### src/rtl/out_port_arbiter_pkg.sv
// Shared definitions for the output-port arbiter: flit type codes, default widths and FSM states.
package out_port_arbiter_pkg;

    localparam int unsigned TYPEW         = 2;
    localparam int unsigned PORTS_DEFAULT = 5;

    typedef enum logic [1:0] {
        TYPE_NONE = 2'b00,
        TYPE_HEAD = 2'b01,
        TYPE_DATA = 2'b10,
        TYPE_TAIL = 2'b11
    } flit_type_e;

    typedef enum logic {
        ST_IDLE = 1'b0,
        ST_LOCK = 1'b1
    } arb_state_e;

endpackage

### src/rtl/out_port_arbiter_rr_pick.sv
// Combinational round-robin picker: first set request at or above ptr, wrapping modulo PORTS.
module rr_pick #(
    parameter int unsigned PORTS = 5,
    parameter int unsigned PTRW  = (PORTS > 1) ? $clog2(PORTS) : 1
) (
    input  logic [PORTS-1:0] req,
    input  logic [PTRW-1:0]  ptr,
    output logic [PORTS-1:0] gnt,
    output logic [PTRW-1:0]  idx
);

    logic            found;
    logic [PTRW-1:0] pos;

    always_comb begin
        gnt   = '0;
        idx   = '0;
        found = 1'b0;
        pos   = '0;
        for (int unsigned k = 0; k < PORTS; k++) begin
            pos = PTRW'((32'(ptr) + k) % PORTS);
            if (!found && req[pos]) begin
                found    = 1'b1;
                gnt[pos] = 1'b1;
                idx      = pos;
            end
        end
    end

endmodule

### src/rtl/out_port_arbiter.sv
// Packet-level round-robin arbiter driving the output mux select; holds a grant from HEAD to TAIL.
// Optional stall watchdog enabled by defining OUT_ARB_TIMEOUT_EN.
module out_port_arbiter #(
    parameter int unsigned PORTS   = out_port_arbiter_pkg::PORTS_DEFAULT,
    parameter int unsigned TYPEW   = out_port_arbiter_pkg::TYPEW,
    parameter int unsigned TIMEOUT = 64
) (
    input  logic                   clk,
    input  logic                   rst,
    input  logic [PORTS-1:0]       ivalid,
    input  logic [PORTS*TYPEW-1:0] itype,
    input  logic                   ordy,
    output logic [PORTS-1:0]       sel,
    output logic [PORTS-1:0]       ack,
    output logic                   busy,
    output logic                   err
);
    import out_port_arbiter_pkg::*;

    localparam int unsigned PTRW = (PORTS > 1) ? $clog2(PORTS) : 1;

    if (TIMEOUT == 0 || PORTS == 0) begin : g_bad_params
        $error("out_port_arbiter: PORTS and TIMEOUT must be non-zero");
    end

    arb_state_e       state_q, state_d;
    logic [PORTS-1:0] sel_q, sel_d;
    logic [PTRW-1:0]  ptr_q, ptr_d;
    logic             busy_q, busy_d;

    logic [PORTS-1:0] head_req, gnt, ack_c;
    logic [PTRW-1:0]  win_idx;
    logic [TYPEW-1:0] owner_type;
    logic             owner_valid, tail_ack, wd_fire;

    always_comb begin
        head_req   = '0;
        owner_type = '0;
        for (int unsigned i = 0; i < PORTS; i++) begin
            head_req[i] = ivalid[i] && (itype[i*TYPEW +: TYPEW] == TYPEW'(TYPE_HEAD));
            if (sel_q[i]) begin
                owner_type = owner_type | itype[i*TYPEW +: TYPEW];
            end
        end
    end

    rr_pick #(
        .PORTS (PORTS),
        .PTRW  (PTRW)
    ) u_rr_pick (
        .req (head_req),
        .ptr (ptr_q),
        .gnt (gnt),
        .idx (win_idx)
    );

    assign owner_valid = |(sel_q & ivalid);
    assign ack_c       = (state_q == ST_LOCK && ordy) ? (sel_q & ivalid) : '0;
    assign tail_ack    = (|ack_c) && (owner_type == TYPEW'(TYPE_TAIL));

`ifdef OUT_ARB_TIMEOUT_EN
    localparam int unsigned WDW = $clog2(TIMEOUT + 1);

    logic [WDW-1:0] wd_q, wd_d;
    logic           err_q, err_d;

    // Only owner-invalid cycles count; a backpressured owner (ordy low) keeps the count at zero.
    always_comb begin
        wd_d    = '0;
        wd_fire = 1'b0;
        if (state_q == ST_LOCK && !owner_valid) begin
            wd_d    = wd_q + 1'b1;
            wd_fire = (wd_q == WDW'(TIMEOUT - 1));
        end
        err_d = err_q | wd_fire;
    end

    always_ff @(posedge clk or posedge rst) begin
        if (rst) begin
            wd_q  <= '0;
            err_q <= 1'b0;
        end else begin
            wd_q  <= wd_d;
            err_q <= err_d;
        end
    end

    assign err = err_q;
`else
    assign wd_fire = 1'b0;
    assign err     = 1'b0;
`endif

    always_comb begin
        state_d = state_q;
        sel_d   = sel_q;
        ptr_d   = ptr_q;
        busy_d  = busy_q;
        unique case (state_q)
            ST_IDLE: begin
                if (|head_req) begin
                    state_d = ST_LOCK;
                    sel_d   = gnt;
                    busy_d  = 1'b1;
                    ptr_d   = (win_idx == PTRW'(PORTS - 1)) ? '0 : win_idx + 1'b1;
                end
            end
            ST_LOCK: begin
                if (tail_ack || wd_fire) begin
                    state_d = ST_IDLE;
                    sel_d   = '0;
                    busy_d  = 1'b0;
                end
            end
            default: begin
                state_d = ST_IDLE;
                sel_d   = '0;
                busy_d  = 1'b0;
            end
        endcase
    end

    always_ff @(posedge clk or posedge rst) begin
        if (rst) begin
            state_q <= ST_IDLE;
            sel_q   <= '0;
            ptr_q   <= '0;
            busy_q  <= 1'b0;
        end else begin
            state_q <= state_d;
            sel_q   <= sel_d;
            ptr_q   <= ptr_d;
            busy_q  <= busy_d;
        end
    end

    assign sel  = sel_q;
    assign ack  = ack_c;
    assign busy = busy_q;

endmodule

### config.mk
export PLATFORM = sky130hd
export DESIGN_NAME = out_port_arbiter
export DESIGN_NICKNAME = d
export VERILOG_FILES = /design/src/rtl/out_port_arbiter_pkg.sv /design/src/rtl/out_port_arbiter_rr_pick.sv /design/src/rtl/out_port_arbiter.sv
export SDC_FILE = /design/constraint.sdc
export NUM_CORES = 1
export LEC_CHECK = 0
export ABC_AREA = 1
export CAP_MARGIN = 25
export CORE_MARGIN = 4
export CORE_UTILIZATION = 29
export DETAILED_ROUTE_END_ITERATION = 12
export SLEW_MARGIN = 0
export SYNTH_ARGS = -nofsm -noshare
export SYNTH_HDL_FRONTEND = slang
export SYNTH_SLANG_ARGS = --single-unit
### constraint.sdc
create_clock -name clk -period 4.8 [get_ports clk]
set_clock_uncertainty 0.1 [all_clocks]
set_input_delay 0.96 -clock clk [delete_from_list [all_inputs] [get_ports clk]]
set_output_delay 0.96 -clock clk [all_outputs]
set_load 0.03 [all_outputs]
==> flow_summary.json <==
{
  "fin_tns_setup_ns": 0,
  "routed-via-count": 2367,
  "rsz0062_at_grt": "no",
  "syn_nets": 412,
  "fin_crit_sh_pct": 88.26,
  "status": "finished, final reports clean",
  "wl_um": 5879,
  "critPathArrivalTime_ns": 4.25,
  "synth.top_cell.area_share_pct": 19.69,
  "cts_tree": "done",
  "syn_inst": 369,
  "grt_max_degree": 16,
  "max_freq_mhz": 236.1,
  "reg2reg_from": "ptr_q[1]$_DFFE_PP0P_",
  "synthTopCellsByCount": "nand2_1 (113), inv_1 (62), nand3_1 (27), ha_1 (24), nor2_1 (23)",
  "root_buffer": "clkbuf_8",
  "antenna_found_initial": 0,
  "slowest_delay_ns": 0.42,
  "hold_path_class": "flip-flop to flip-flop",
  "grt.overflow.total": 0,
  "initial_core_util_pct": 29.71,
  "cts_sinks": 10,
  "syn-cell-area_um2": 2155,
  "dieHeight_um": 94.20,
  "synth_area_leaders": "nand2_1 (20%), ha_1 (14%), dfrtp_1 (12%)",
  "worst_pin_slew_ns": 0.7395,
  "holdWs_ns": 0.3775,
  "relSlewSlack_pct": 50.07,
  "ys_ff_latch": 10,
  "ys_seq_area_share_pct": 11.61,
  "wl_per_cell_um": 11.71,
  "grt_pass1_vias": 2192,
  "cp_max_fo": 7,
  "dieArea_um2": 8873,
  "cts_setup_buffers": 0,
  "start_kind": "flip-flop",
  "yosysWarnings": 0,
  "core_area_um2": 7253,
  "routed_via_density": 4.715,
  "cp_common_cell": "nand2_1",
  "dr.pass1.iters": 4,
  "row_count": 31,
  "yosysTopAreaCell": "nand2_1",
  "yosysMostFrequentCell": "nand2_1",
  "worstHoldStart": "busy$_DFFE_PP0P_",
  "clock_path_buffers": 2,
  "antenna_left": 0,
  "cts_made_buffers": 3,
  "grt_pass1_wl_um": 9729,
  "track_usage_pct": 13.38,
  "place.gp.congestion": 0.9081,
  "fp.dieW_um": 94.20,
  "num-nets-final": 448,
  "crit_type": "flip-flop to flip-flop",
  "setup_violations": 0,
  "post-route-drc-count": 0,
  "synth_edf_count": 0,
  "area_delta_synth_final_pct": 23.11,
  "cap_violations": 0,
  "required_ns": 4.82,
  "dp_hpwl_um": 5004,
  "clk_latency_ns": 0.23,
  "crit_path_end_kind": "flip-flop",
  "rrSetupSlack_ns": 0.56,
  "finalHoldViolCount": 0,
  "synthArstFlopShare_pct": 100.0,
  "final_max_slew_viol_count": 0,
  "drive_above_1_share_pct": 13.65,
  "critPathSlowestCell": "dfrtp_2",
  "synth_ff_type": "dfrtp_1",
  "drt_iter0_drc": 103,
  "io_pins": 30,
  "cp-startpoint": "ptr_q[1]$_DFFE_PP0P_",
  "antenna_cells": 0,
  "clk_pin_slew_ns": 0.04,
  "fin_crit_ns": 4.236,
  "synthDistinctLibCells": 37,
  "syn_area_per_cell_um2": 5.839,
  "port_buffers": 28,
  "cts_max_level": 1
}
==> worst max-delay path, delay by kind of cell, from the launching register on <==
kind | cells | cell delay [ns]
adder cells (fa/ha/maj) | 4 | 0.96
buffers and inverters | 8 | 0.61
XOR/XNOR | 1 | 0.19
flip-flops | 1 | 0.42
AND/OR/NAND/NOR | 15 | 1.59
AO/OA/AOI/OAI | 2 | 0.26
==> metal layers <==
metal / track usage (%) / up-vias / share of wire [%]
li1: - / 1240 / -
met1: 17.24 / 1063 / 45
met2: 22.87 / 49 / 49
met3: 1.763 / 15 / 2.9
met4: 4.332 / 0 / 2.4
met5: 0 / - / 0
==> stage by stage <==
step           util (%)  worst slack [ns]  instance area (um2)  std cells
6_report          36.57            0.5637                 2653        502
5_1_grt           36.57           0.05442                 2653        502
4_1_cts           36.24            0.3788                 2629        502
3_5_place_dp      35.67            0.4106                 2587        499
3_3_place_gp      35.67            0.4513                 2587        499
2_1_floorplan         -            0.5975                 2155        369
==> logic make-up after synthesis <==
kind of cell	count (synthesis)	share of synthesized area, %
other	1	0.1740
buffers and inverters	75	13.30
xor gates and xnor gates	5	2.032
AOI/OAI and AO/OA	41	11.09
DFF	10	11.61
and+or+nand+nor	212	46.92
adders and majority gates	25	14.87
==> registers in the layout, indices dropped and copies added, names as in the netlist <==
name	flops
ptr_q	3
busy	1
sel	5
state_q	1
==> final cells by class <==
class / instances / area (um2)
Inverter: 72 / 270.3
Sequential cell: 10 / 251.5
Fill cell: 761 / 4601
Tap cell: 99 / 123.9
Timing Repair Buffer: 34 / 325.3
Clock buffer: 3 / 41.29
Multi-Input combinational cell: 284 / 1640
==> layout by cell type, fill, tap and decap left out, drive strengths merged, types with 5 or more instances in the layout <==
cell type	instances
nand3	36
nor2	29
nand4	10
inv	72
clkdlybuf4s50	28
buf	6
nor3	10
ha	24
o21ai	20
a21oi	11
dfrtp	10
xor2	5
nand2	125
==> final timing paths <==
kind                                        end  depth (start not counted)
min reg2reg                    busy$_DFFE_PP0P_                          2
max in group asynchronous  ptr_q[1]$_DFFE_PP0P_                          2
min                            busy$_DFFE_PP0P_                          2
max                        ptr_q[2]$_DFFE_PP0P_                         30
min in group asynchronous    sel[4]$_DFFE_PP0P_                          2
max reg2reg                ptr_q[2]$_DFFE_PP0P_                         30
==> repair_timing <==
item	in CTS	in global routing
endpoints found under the setup margin	0	3
resized for setup	0	6
hold buffers	0	0
Power is not shown: default switching activity piles up to over one toggle a cycle in this logic, so the estimate is an artifact.
